## config.mk

```make
export PLATFORM = sky130hd
export DESIGN_NAME = traffic_conflict_monitor_flat
export DESIGN_NICKNAME = d
export VERILOG_FILES = /design/src/rtl/traffic_conflict_monitor_if.sv /design/src/rtl/traffic_conflict_monitor.sv /design/src/flat_wrapper.sv
export SDC_FILE = /design/constraint.sdc
export NUM_CORES = 1
export LEC_CHECK = 0
export ABC_CLOCK_PERIOD_IN_PS = 4700
export BUFFER_PORTS_ARGS = -buffer_cell sky130_fd_sc_hd__buf_4
export CORE_AREA = 2 2 74 83
export CTS_BUF_LIST = sky130_fd_sc_hd__clkbuf_2
export DETAILED_ROUTE_END_ITERATION = 6
export DIE_AREA = 0 0 76 85
export PLACE_DENSITY_LB_ADDON = 0.05
export SLEW_MARGIN = 10
export SYNTH_ARGS = -nofsm -noshare
export SYNTH_HDL_FRONTEND = slang
export SYNTH_SLANG_ARGS = --single-unit
```

## constraint.sdc

```tcl
create_clock -name clk -period 4.7 [get_ports clk]
set_input_delay 0.235 -clock clk [delete_from_list [all_inputs] [get_ports clk]]
set_output_delay 0.235 -clock clk [all_outputs]
set_load 0.02 [all_outputs]
```

## src/rtl/traffic_conflict_monitor_if.sv

```systemverilog
// Lamp bus between the intersection controller (master) and the conflict monitor (slave).
// Each lamp group is {lt, r, y, g}.
interface traffic_conflict_monitor_if;
    logic       tick;
    logic [3:0] lamp_ns;
    logic [3:0] lamp_sn;
    logic [3:0] lamp_ew;
    logic [3:0] lamp_we;
    logic       clear;
    logic       fault;
    logic [2:0] fault_code;
    logic [1:0] fault_appr;
    logic       flash_red;

    modport master (
        output tick, lamp_ns, lamp_sn, lamp_ew, lamp_we, clear,
        input  fault, fault_code, fault_appr, flash_red
    );

    modport slave (
        input  tick, lamp_ns, lamp_sn, lamp_ew, lamp_we, clear,
        output fault, fault_code, fault_appr, flash_red
    );
endinterface

```

## src/rtl/traffic_conflict_monitor.sv

```systemverilog
// Safety watchdog on the intersection lamp outputs: filters steady violations, catches short
// yellows immediately, latches the first cause and requests all-red flash until cleared.
module traffic_conflict_monitor #(
    parameter int FILT_CYC = 4,
    parameter int MIN_YEL  = 5,
    parameter int CNT_W    = 8
) (
    input  logic                        clk,
    input  logic                        rst_n,
    traffic_conflict_monitor_if.slave   bus
);

    localparam logic [1:0] ST_ARMED   = 2'd0;
    localparam logic [1:0] ST_FILTER  = 2'd1;
    localparam logic [1:0] ST_LATCHED = 2'd2;

    localparam logic [2:0] CODE_NONE     = 3'd0;
    localparam logic [2:0] CODE_CONFLICT = 3'd1;
    localparam logic [2:0] CODE_BADCOMB  = 3'd2;
    localparam logic [2:0] CODE_SHORTY   = 3'd3;
    localparam logic [2:0] CODE_DARK     = 3'd4;

    localparam logic [CNT_W-1:0] MIN_Y    = CNT_W'(MIN_YEL);
    localparam logic [3:0]       FILT_END = 4'(FILT_CYC);

    // Index 0 = NS, 1 = SN, 2 = EW, 3 = WE
    logic [3:0][3:0] lamp_cur;
    assign lamp_cur = {bus.lamp_we, bus.lamp_ew, bus.lamp_sn, bus.lamp_ns};

    logic [3:0] bad_vec;
    logic [3:0] shorty_vec;
    logic [3:0] dark_vec;
    logic       clr_yel;

    for (genvar gi = 0; gi < 4; gi++) begin : g_appr
        logic             lt_w, r_w, y_w, g_w;
        logic [3:0]       prev_q;
        logic [CNT_W-1:0] yel_q;
        logic [CNT_W-1:0] yel_d;

        assign {lt_w, r_w, y_w, g_w} = lamp_cur[gi];

        assign bad_vec[gi]  = (({1'b0, g_w} + {1'b0, y_w} + {1'b0, r_w}) != 2'd1) | (lt_w & ~r_w);
        assign dark_vec[gi] = ~(g_w | y_w | r_w);
        assign shorty_vec[gi] = (prev_q[1] & ~y_w & r_w & (yel_q < MIN_Y)) |
                                (prev_q[0] & ~g_w & r_w);

        always_comb begin
            yel_d = yel_q;
            if (!y_w)
                yel_d = '0;
            else if (bus.tick && (yel_q < MIN_Y))
                yel_d = yel_q + 1'b1;
        end

        always_ff @(posedge clk or negedge rst_n) begin
            if (!rst_n) begin
                prev_q <= '0;
                yel_q  <= '0;
            end else begin
                prev_q <= lamp_cur[gi];
                yel_q  <= clr_yel ? '0 : yel_d;
            end
        end
    end

    function automatic logic [1:0] first_idx(input logic [3:0] v);
        logic [1:0] idx;
        idx = 2'd0;
        for (int i = 3; i >= 0; i--)
            if (v[i]) idx = 2'(i);
        return idx;
    endfunction

    logic conflict, dark, badcomb, shorty, steady;
    assign conflict = (lamp_cur[0][0] | lamp_cur[1][0] | lamp_cur[0][3] | lamp_cur[1][3]) &
                      (lamp_cur[2][0] | lamp_cur[3][0] | lamp_cur[2][3] | lamp_cur[3][3]);
    assign dark     = &dark_vec;
    assign badcomb  = |bad_vec;
    assign shorty   = |shorty_vec;
    assign steady   = conflict | badcomb | dark;

    // All-dark also makes every approach fail the one-lamp rule; report it as dark, not bad combo.
    logic [2:0] cause_code;
    logic [1:0] cause_appr;
    always_comb begin
        cause_code = CODE_NONE;
        cause_appr = 2'd0;
        if (shorty) begin
            cause_code = CODE_SHORTY;
            cause_appr = first_idx(shorty_vec);
        end else if (conflict) begin
            cause_code = CODE_CONFLICT;
        end else if (dark) begin
            cause_code = CODE_DARK;
        end else if (badcomb) begin
            cause_code = CODE_BADCOMB;
            cause_appr = first_idx(bad_vec);
        end
    end

    logic [1:0] state_q, state_d;
    logic [3:0] cnt_q, cnt_d;
    logic       fault_q, fault_d;
    logic [2:0] code_q, code_d;
    logic [1:0] appr_q, appr_d;
    logic       latch_now;

    always_comb begin
        state_d   = state_q;
        cnt_d     = cnt_q;
        fault_d   = fault_q;
        code_d    = code_q;
        appr_d    = appr_q;
        clr_yel   = 1'b0;
        latch_now = 1'b0;
        case (state_q)
            ST_ARMED: begin
                if (shorty || (steady && FILT_END == 4'd1)) begin
                    latch_now = 1'b1;
                end else if (steady) begin
                    state_d = ST_FILTER;
                    cnt_d   = 4'd1;
                end
            end
            ST_FILTER: begin
                if (shorty || (steady && (cnt_q + 4'd1 == FILT_END))) begin
                    latch_now = 1'b1;
                end else if (steady) begin
                    cnt_d = cnt_q + 4'd1;
                end else begin
                    state_d = ST_ARMED;
                    cnt_d   = 4'd0;
                end
            end
            ST_LATCHED: begin
                if (bus.clear && !steady) begin
                    state_d = ST_ARMED;
                    cnt_d   = 4'd0;
                    fault_d = 1'b0;
                    code_d  = CODE_NONE;
                    appr_d  = 2'd0;
                    clr_yel = 1'b1;
                end
            end
            default: state_d = ST_ARMED;
        endcase
        if (latch_now) begin
            state_d = ST_LATCHED;
            cnt_d   = 4'd0;
            fault_d = 1'b1;
            code_d  = cause_code;
            appr_d  = cause_appr;
        end
    end

    always_ff @(posedge clk or negedge rst_n) begin
        if (!rst_n) begin
            state_q <= ST_ARMED;
            cnt_q   <= 4'd0;
            fault_q <= 1'b0;
            code_q  <= CODE_NONE;
            appr_q  <= 2'd0;
        end else begin
            state_q <= state_d;
            cnt_q   <= cnt_d;
            fault_q <= fault_d;
            code_q  <= code_d;
            appr_q  <= appr_d;
        end
    end

    assign bus.fault      = fault_q;
    assign bus.flash_red  = fault_q;
    assign bus.fault_code = code_q;
    assign bus.fault_appr = appr_q;

endmodule

```

## src/flat_wrapper.sv

```systemverilog
// flat-port wrapper written by rule: the top's interface ports become plain ports
module traffic_conflict_monitor_flat 
#(
    parameter int FILT_CYC = 4,
    parameter int MIN_YEL  = 5,
    parameter int CNT_W    = 8
)
  (clk, rst_n, bus_tick, bus_lamp_ns, bus_lamp_sn, bus_lamp_ew, bus_lamp_we, bus_clear, bus_fault, bus_fault_code, bus_fault_appr, bus_flash_red);
  traffic_conflict_monitor_if bus_i ();
  input  logic clk;
  input  logic rst_n;
  input wire logic [$bits(bus_i.tick)-1:0] bus_tick;
  input wire logic [$bits(bus_i.lamp_ns)-1:0] bus_lamp_ns;
  input wire logic [$bits(bus_i.lamp_sn)-1:0] bus_lamp_sn;
  input wire logic [$bits(bus_i.lamp_ew)-1:0] bus_lamp_ew;
  input wire logic [$bits(bus_i.lamp_we)-1:0] bus_lamp_we;
  input wire logic [$bits(bus_i.clear)-1:0] bus_clear;
  output wire logic [$bits(bus_i.fault)-1:0] bus_fault;
  output wire logic [$bits(bus_i.fault_code)-1:0] bus_fault_code;
  output wire logic [$bits(bus_i.fault_appr)-1:0] bus_fault_appr;
  output wire logic [$bits(bus_i.flash_red)-1:0] bus_flash_red;
  assign bus_i.tick = bus_tick;
  assign bus_i.lamp_ns = bus_lamp_ns;
  assign bus_i.lamp_sn = bus_lamp_sn;
  assign bus_i.lamp_ew = bus_lamp_ew;
  assign bus_i.lamp_we = bus_lamp_we;
  assign bus_i.clear = bus_clear;
  assign bus_fault = bus_i.fault;
  assign bus_fault_code = bus_i.fault_code;
  assign bus_fault_appr = bus_i.fault_appr;
  assign bus_flash_red = bus_i.flash_red;
  traffic_conflict_monitor #(.FILT_CYC(FILT_CYC), .MIN_YEL(MIN_YEL), .CNT_W(CNT_W)) u_core (.clk(clk), .rst_n(rst_n), .bus(bus_i));
endmodule
```

==> flow_summary.toml, run 1 <==
[run_status]
status = "complete, no violations"

[detailed_routing]
ant_nets = 0
route.detailed.drc = 0
drt_first_pass_iters = 4
drt_iter0_markers = 124
num_vias = 2090
drt_wl_total_um = 5560
vias_per_cell = 5.49
avgRoutedWirePerCell_um = 14.6

[synthesis]
syn_area_mm2 = 0.00276
yosys.area.top_type = "dfrtp_1"
synth_edf_count = 0
synthTopCellsByArea = "dfrtp_1 47%, ha_1 5.9%, and3_1 4.3%"
synth_top_area_share = 0.471
ys_async_sr_fraction = 1.00
syn_inst = 269
syn-num-nets = 306
synth-seq-cells = 52
ys.flop_type = "dfrtp_1"
ys_seq_area_frac = 0.471
avgSynthCellArea_um2 = 10.3
synth_warnings = 0
synth_cell_types = 50

[global_route]
grt_max_degree = 53
grt_usage = 0.186
grt_overflow_total = 0
antenna_found_initial = 0
grt_pass1_wl_um = 9700
grt_pass1_vias = 2048

[sta]
setup_violations = 0
worst_slack_ps = 1320
hold_viol_final = 0
finalCritPeriodShare = 0.718
relSlewSlack = 0.368
setup_tns_ps = 0
slew_violations = 0
clock.fmax_mhz = 296
layout_min_cycle_time_ps = 3380
fin_skew_ps = 16.5
worst_pin_slew_ps = 941
rsz0062_at_grt = "false"

[floorplanning]
rows = 29
die-area_mm2 = 0.00646
die_w_um = 76
coreArea_mm2 = 0.00562
io_pins = 27
initial_core_util = 0.491
dieHeight_um = 85

[cts]
cts.htree.levels = 2
cts.repair.resized = 0
cts.sinks = 52
clkLatencyLatePin_ps = 430
post_cts_buffers = 0
hold_buffers = 9
numCtsBuffers = 5
cts_tree = "built"
cts_buffer_depth = 2
root_buffer = "clkbuf_2"
clkSlewWorstSetupHoldPaths_ps = 260

[power]
p_per_area_mw_per_mm2 = 333
p_leak_uw = 0.00152
ir_drop_uv = 134

[cells_and_area]
synthToLayoutAreaGrowth_pct = 13.9
fin_area_mm2 = 0.00314
nets = 340
diodes = 0
drive_above_1_share = 0.128

[hold_path]
hp-class = "in -> reg"
holdPathStages = 4

[placed_design]
dpl_worst_slack_ps = 1450
io_buffers = 26
placed_area_mm2 = 0.00301
post-dp-hpwl_um = 4200
gp_congestion = 0.848

[worst_setup_path]
reg2reg_depth = 8
path_class = "in -> reg"
critPathMaxFanout = 20
critPathLaunchType = "input pin"
required_ps = 5040
cp_data_arrival_time_ps = 3710
critPathCaptureType = "register"

[flow_run]
max_cap_violations = 0
## synth_stat cells (2+ instances only)
cell / count
dfrtp_1: 52
inv_1: 25
nor2_1: 23
and3_1: 19
nand2_1: 15
ha_1: 13
nor2b_1: 9
or4_1: 8
clkbuf_1: 6
mux2i_1: 5
nor3_1: 5
a21oi_1: 4
a32o_1: 4
a41oi_1: 4
and2_1: 4
fa_1: 4
nand2b_1: 4
nand3_1: 4
nand3b_1: 4
nor4_1: 4
o21ai_0: 4
xnor2_1: 4
xor2_1: 4
nor4b_1: 3
o31ai_1: 3
a211o_1: 2
a22oi_1: 2
a311oi_1: 2
a31oi_1: 2
and4_1: 2
o21ai_1: 2
o2bb2ai_1: 2
o41a_1: 2
o41ai_1: 2
or2_2: 2
## placed cells by master, fill, tap and decap left out, types with 5 or more instances in the layout
cell type | synthesis | layout
nor2_1 | 23 | 23
nor2b_1 | 9 | 9
clkbuf_2 | 0 | 5
nand2_1 | 15 | 15
ha_1 | 13 | 13
inv_1 | 25 | 25
or4_1 | 8 | 8
nor3_1 | 5 | 5
dlygate4sd3_1 | 0 | 9
dfrtp_1 | 52 | 52
and3_1 | 19 | 19
mux2i_1 | 5 | 5
buf_4 | 1 | 26
## power breakdown
part           switching (uW)  internal, uW
logic                     198           153
clock network             137          36.4
registers                35.2           487
## final timing paths
path / slack [ps] / from / to
max in group asynchronous: 3940 / rst_n / u_core.g_appr[0].yel_q[4]
worst max-delay path: 1320 / bus_lamp_sn[1] / u_core.g_appr[2].yel_q[2]
worst max register to register: 1840 / u_core.g_appr[3].yel_q[0] / u_core.bus.fault_code[1]
worst min register to register: 530 / u_core.bus.fault_code[0] / u_core.bus.fault_code[0]
min in group asynchronous: 330 / rst_n / u_core.g_appr[1].yel_q[7]
worst min-delay path: 240 / bus_lamp_sn[3] / u_core.bus.fault_code[0]
## area by class of cell
| type | instances | area [um2] |
|---|---|---|
| fill | 515 | 2480 |
| multi-input combinational | 184 | 1320 |
| sequential | 52 | 1300 |
| timing repair buffer | 35 | 285 |
| tap | 77 | 96.3 |
| inverter | 25 | 93.8 |
| clock buffer | 5 | 25.0 |
| clock inverter | 3 | 17.5 |
## critical path, stage by stage
cell	delay, ps
dlygate4sd3_1	530
buf_4	160
inv_1	80
fa_1	400
nand2b_1	160
or4_1	680
nor3_1	400
nand3_1	600
nand2_1	370
nor2_1	80
## layer usage
layer / up-vias / track usage / part of all wire
li1: 1029 / - / -
met1: 1013 / 0.249 / 0.47
met2: 41 / 0.317 / 0.48
met3: 7 / 0.0330 / 0.038
met4: 0 / 0.0496 / 0.016
met5: - / 0 / 0
## state kept, by name (all words and copies together) (netlist names)
name and flops:
u_core.bus.fault 1, u_core.cnt_q 4, u_core.bus.fault_appr 2, u_core.state_q 2
u_core.g_appr.yel_q 32, u_core.bus.fault_code 3, u_core.g_appr.prev_q 8
## kinds of logic (layout without fill, tap and decap cells)
kind of cell,count (synthesis),after routing,share of synthesized area
flops,52,52,0.471
xor+xnor,8,8,0.0254
buf+inv,33,68,0.0490
compound gates,42,42,0.119
mux,5,5,0.0181
simple gates,112,112,0.229
fa+ha+maj,17,17,0.0879
## through the flow
| stage | util | total power, uW | hold WS [ps] | std cells |
|---|---|---|---|---|
| finish | 0.559 | 1050 | 245 | 381 |
| global route | 0.559 | 1130 | 230 | 381 |
| CTS | 0.559 | 1060 | 241 | 381 |
| detailed placement | 0.535 | 875 | 304 | 364 |
| global placement | 0.535 | 876 | 306 | 364 |
| floorplan | - | 765 | -60.6 | 269 |
(Power assumes the default switching activity.)
==> run 2: changes to the inputs <==
ABC_CLOCK_PERIOD_IN_PS = 2780   (was 4700)
clock period = 2.78 ns   (was 4.7 ns; I/O delays follow)
==> flow_summary.toml, run 2 (synthesis results as in run 1) <==
[run_status]
status = "complete, no violations"

[detailed_routing]
vias_per_cell = 5.45
num_vias = 2196
drt_wl_total_um = 5880
ant_nets = 0
avgRoutedWirePerCell_um = 14.6
drt_iter0_markers = 87
drt_first_pass_iters = 4
route.detailed.drc = 0

[cells_and_area]
synthToLayoutAreaGrowth_pct = 21.7
nets = 364
regMostFlops = "u_core.g_appr.yel_q"
drive_above_1_share = 0.202
largest_reg_flops = 32
diodes = 0
final_cell_mix = "52 x dfrtp_1, 50 x buf_4, 25 x inv_1"
fillCellCount = 484
layout_commonest_cell = "dfrtp_1"
top_regs = "u_core.g_appr.yel_q x32, u_core.g_appr.prev_q x8, u_core.cnt_q x4"

[power]
ir_drop_uv = 323
p_leak_uw = 0.00165
power.total_uw = 1910
p_per_area_mw_per_mm2 = 569

[worst_setup_path]
path_class = "in -> reg"
critPathMaxFanout = 5
required_ps = 3150
cp_top_family = "compound AO/OA/AOI/OAI gates"
crit_buf_inv = 3
cp_data_arrival_time_ps = 3050
cp_slowest_stage_delay_ps = 540
rrSetupSlack_ps = 260
critPathCaptureType = "register"
critPathSlowestCell = "dlygate4sd3_1"
critPathLaunchType = "input pin"
crit_chain = "buf_4 -> dlygate4sd3_1 -> buf_4 -> or4_4 -> a32o_1 -> o41a_1 -> a221o_1 -> or4_1 -> o21ai_1"
critPathMostFrequentCell = "buf_4"

[placed_design]
dpl_worst_slack_ps = -139
post-dp-hpwl_um = 4450
gp_congestion = 0.899
io_buffers = 26

[sta]
clock.fmax_mhz = 373
rsz0062_at_grt = "false"
relSlewSlack = 0.566
setup_violations = 0
fin_skew_ps = 12.4
worst_slack_ps = 99.8
finalCritPeriodShare = 0.964
worst_pin_slew_ps = 651
layout_min_cycle_time_ps = 2680
hold_viol_final = 0
slew_violations = 0

[floorplanning]
rows = 29
die-area_mm2 = 0.00646
coreArea_mm2 = 0.00562
initial_core_util = 0.491
dieHeight_um = 85
die_w_um = 76
io_pins = 27

[cts]
root_buffer = "clkbuf_2"
numCtsBuffers = 5
clkLatencyLatePin_ps = 410
cts.htree.levels = 2
cts_buffer_depth = 2
clkSlewWorstSetupHoldPaths_ps = 230
cts_tree = "built"
cts.sinks = 52

[global_route]
antenna_found_initial = 0
grt_overflow_total = 0
grt_usage = 0.197
grt_pass1_wl_um = 10300
grt_max_degree = 53
grt_pass1_vias = 2228

[flow_run]
max_cap_violations = 0

[hold_path]
hp-class = "in -> reg"
-- run 2: changes by cell type in the layout (fill, tap and decap cells not counted), sizes merged --
cell    delta
inv        -1
clkinv     -2
bufinv     +1
buf       +24
-- run 2: layer usage --
layer	vias up	wire length, um	GRT usage
met5	-	0	0
met4	0	78	0.0628
met3	7	151	0.0277
met2	32	3030	0.355
met1	1079	2620	0.246
li1	1078	-	-
-- run 2: final cells by class --
type	instances	area, um2	share of cell area
Clock buffer	5	25.0	0.00745
Clock inverter	1	30.0	0.00894
Inverter	25	93.8	0.0279
Multi-Input combinational cell	184	1350	0.401
Sequential cell	52	1300	0.387
Tap cell	77	96.3	0.0287
Timing Repair Buffer	59	465	0.139
-- run 2: what timing repair did --
item / 4_1_cts / 5_1_grt
resized for setup: 2 / 1
buffers inserted: 0 / 0
pin swaps: 0 / 0
endpoints found under the setup margin: 7 / 5
hold buffers: 9 / 0
hold endpoints to repair: 65 / 0
-- run 2: report_power, final --
part | switching (uW) | internal, uW | total (uW)
logic | 354 | 315 | 669
clock network | 216 | 143 | 359
registers | 58.1 | 823 | 882
-- run 2: worst reg2reg max path: cells and delay by family (launching register included) --
kind	cells	cell delay, ps
simple gates	2	560
buf+inv	2	200
flops	1	400
compound gates	4	1100
fa+ha+maj	1	180
-- run 2: worst paths after layout --
path | start | end | cells past startpoint
worst max register to register | u_core.g_appr[2].yel_q[0] | u_core.bus.fault | 9
worst min register to register | u_core.bus.fault_appr[1] | u_core.bus.fault_appr[1] | 1
worst max-delay path | bus_lamp_ns[0] | u_core.cnt_q[2] | 9
worst min-delay path | bus_clear | u_core.bus.fault | 3
max in group asynchronous | rst_n | u_core.g_appr[3].prev_q[1] | 2
min in group asynchronous | rst_n | u_core.cnt_q[1] | 2
-- run 2: through the flow --
step | cells | utilization | TNS, ps | hold WS (ps) | instance area, um2
after floorplan | 269 | - | 0 | -157 | 2780
after global placement | 388 | 0.569 | -323 | 216 | 3200
after detailed placement | 388 | 0.569 | -758 | 216 | 3200
after CTS | 403 | 0.596 | 0 | 157 | 3350
after global routing | 403 | 0.597 | 0 | 153 | 3360
final | 403 | 0.597 | 0 | 177 | 3360
==> run 3: changes to the inputs <==
ABC_CLOCK_PERIOD_IN_PS = 3300   (was 2780)
BUFFER_PORTS_ARGS = -buffer_cell sky130_fd_sc_hd__buf_2   (was -buffer_cell sky130_fd_sc_hd__buf_4)
clock period = 3.3 ns   (was 2.78 ns; I/O delays follow)
==> flow_summary.toml, run 3 (synthesis results as in run 1) <==
[sta]
setup_violations = 0
hold_ws_ps = 157
worst_slack_ps = 222
relSlewSlack = 0.391
worst_pin_slew_ps = 901
clock.fmax_mhz = 325
slew_violations = 0
fin_skew_ps = 27.1
setup_tns_ps = 0
rsz0062_at_grt = "false"
layout_min_cycle_time_ps = 3080
finalCritPeriodShare = 0.933
hold_viol_final = 0

[detailed_routing]
route.detailed.drc = 0
drt_wl_total_um = 5500
vias_per_cell = 5.41
avgRoutedWirePerCell_um = 14.3
num_vias = 2076
ant_nets = 0
drt_iter0_markers = 115
drt_first_pass_iters = 4

[cts]
post_cts_buffers = 0
clkSlewWorstSetupHoldPaths_ps = 280
cts_tree = "built"
clkLatencyLatePin_ps = 440
cts.repair.resized = 0
cts.htree.levels = 2
numCtsBuffers = 5
cts_buffer_depth = 2
cts.sinks = 52
root_buffer = "clkbuf_2"
hold_buffers = 9

[worst_setup_path]
startpoint = "bus_lamp_sn[1]"
critPathLaunchType = "input pin"
cp_data_arrival_time_ps = 3460
cp_slowest_stage_delay_ps = 630
cp_num_cells = 11
path_class = "in -> reg"
reg2reg_depth = 8
crit_buf_inv = 4
crit_chain = "dlygate4sd3_1 -> buf_2 -> inv_1 -> fa_1 -> nand2b_1 -> or4_1 -> buf_4 -> o31ai_1 -> a31oi_1 -> o31ai_1 -> a32o_1"
required_ps = 3680
r2r-start = "u_core.g_appr[0].yel_q[0]"
critPathCaptureType = "register"
critPathMostFrequentCell = "o31ai_1"
cp_top_family = "compound AO/OA/AOI/OAI gates"
endpoint = "u_core.bus.fault_code[2]"
critPathSlowestCell = "o31ai_1"
r2r_end = "u_core.bus.fault_code[2]"
critPathMaxFanout = 8
rrSetupSlack_ps = 430

[cells_and_area]
seq_area_mm2 = 0.00130
multi_input_area_mm2 = 0.00132
largest_reg_flops = 32
layout_commonest_cell = "dfrtp_1"
top_regs = "u_core.g_appr.yel_q x32, u_core.g_appr.prev_q x8, u_core.cnt_q x4"
final_cell_mix = "52 x dfrtp_1, 26 x buf_2, 25 x inv_1"
nets = 343
fillCellCount = 514
drive_above_1_share = 0.140
regMostFlops = "u_core.g_appr.yel_q"
synthToLayoutAreaGrowth_pct = 12.4
diodes = 0

[floorplanning]
die-area_mm2 = 0.00646
io_pins = 27
dieHeight_um = 85
die_w_um = 76
initial_core_util = 0.491
rows = 29
coreArea_mm2 = 0.00562

[global_route]
antenna_found_initial = 0
grt_overflow_total = 0
grt_pass1_vias = 2057
grt_pass1_wl_um = 9700
grt_max_degree = 33
grt_usage = 0.186

[power]
internal-power_uw = 944
p_per_area_mw_per_mm2 = 476
ir_drop_uv = 266
p_comb_frac = 0.323
pwr-share-seq = 0.506
switching_share = 0.360
switching_power_uw = 532
p_clk_frac = 0.171
p_leak_uw = 0.00151

[run_status]
status = "complete, no violations"

[placed_design]
post-dp-hpwl_um = 4230
dpl_worst_slack_ps = 302
io_buffers = 26
gp_congestion = 0.911

[flow_run]
max_cap_violations = 0

[hold_path]
hp-class = "in -> async"
run 3: cell type report:
class                   count  area share
repair buffers             38      0.0783
multi-input cells         184       0.427
well taps                  77      0.0311
inverters                  25      0.0303
clock inverters             3     0.00605
clock buffers               5     0.00807
flip-flops and latches     52       0.420
run 3: through the flow:
stage	utilization	instance area [um2]	total power, uW	cells
after detailed placement	0.528	2970	1230	367
after CTS	0.552	3100	1490	384
after global routing	0.552	3100	1600	384
after global placement	0.528	2970	1220	367
final	0.552	3100	1480	384
after floorplan	-	2760	1090	269
run 3: power groups by stage:
stage / Combinational [uW] / Sequential (uW) / Clock (uW)
after CTS: 480 / 746 / 267
after floorplan: 319 / 771 / 0
final: 477 / 747 / 253
after global placement: 471 / 754 / 0
after global routing: 544 / 756 / 295
after detailed placement: 470 / 756 / 0
run 3: worst min path at each step:
stage | endpoint | startpoint | cells past startpoint | slack (ps)
floorplan | u_core.bus.fault | rst_n | 0 | -130
global placement | u_core.bus.fault | rst_n | 1 | 150
detailed placement | u_core.bus.fault | rst_n | 1 | 150
CTS | u_core.cnt_q[2] | rst_n | 2 | 160
global route | u_core.g_appr[0].prev_q[1] | rst_n | 2 | 140
finish | u_core.cnt_q[2] | rst_n | 2 | 160
run 3: metal layers:
layer	global-route usage	routed length (um)
met2	0.308	2660
met1	0.252	2620
met3	0.0372	181
met4	0.0545	41
met5	0	0
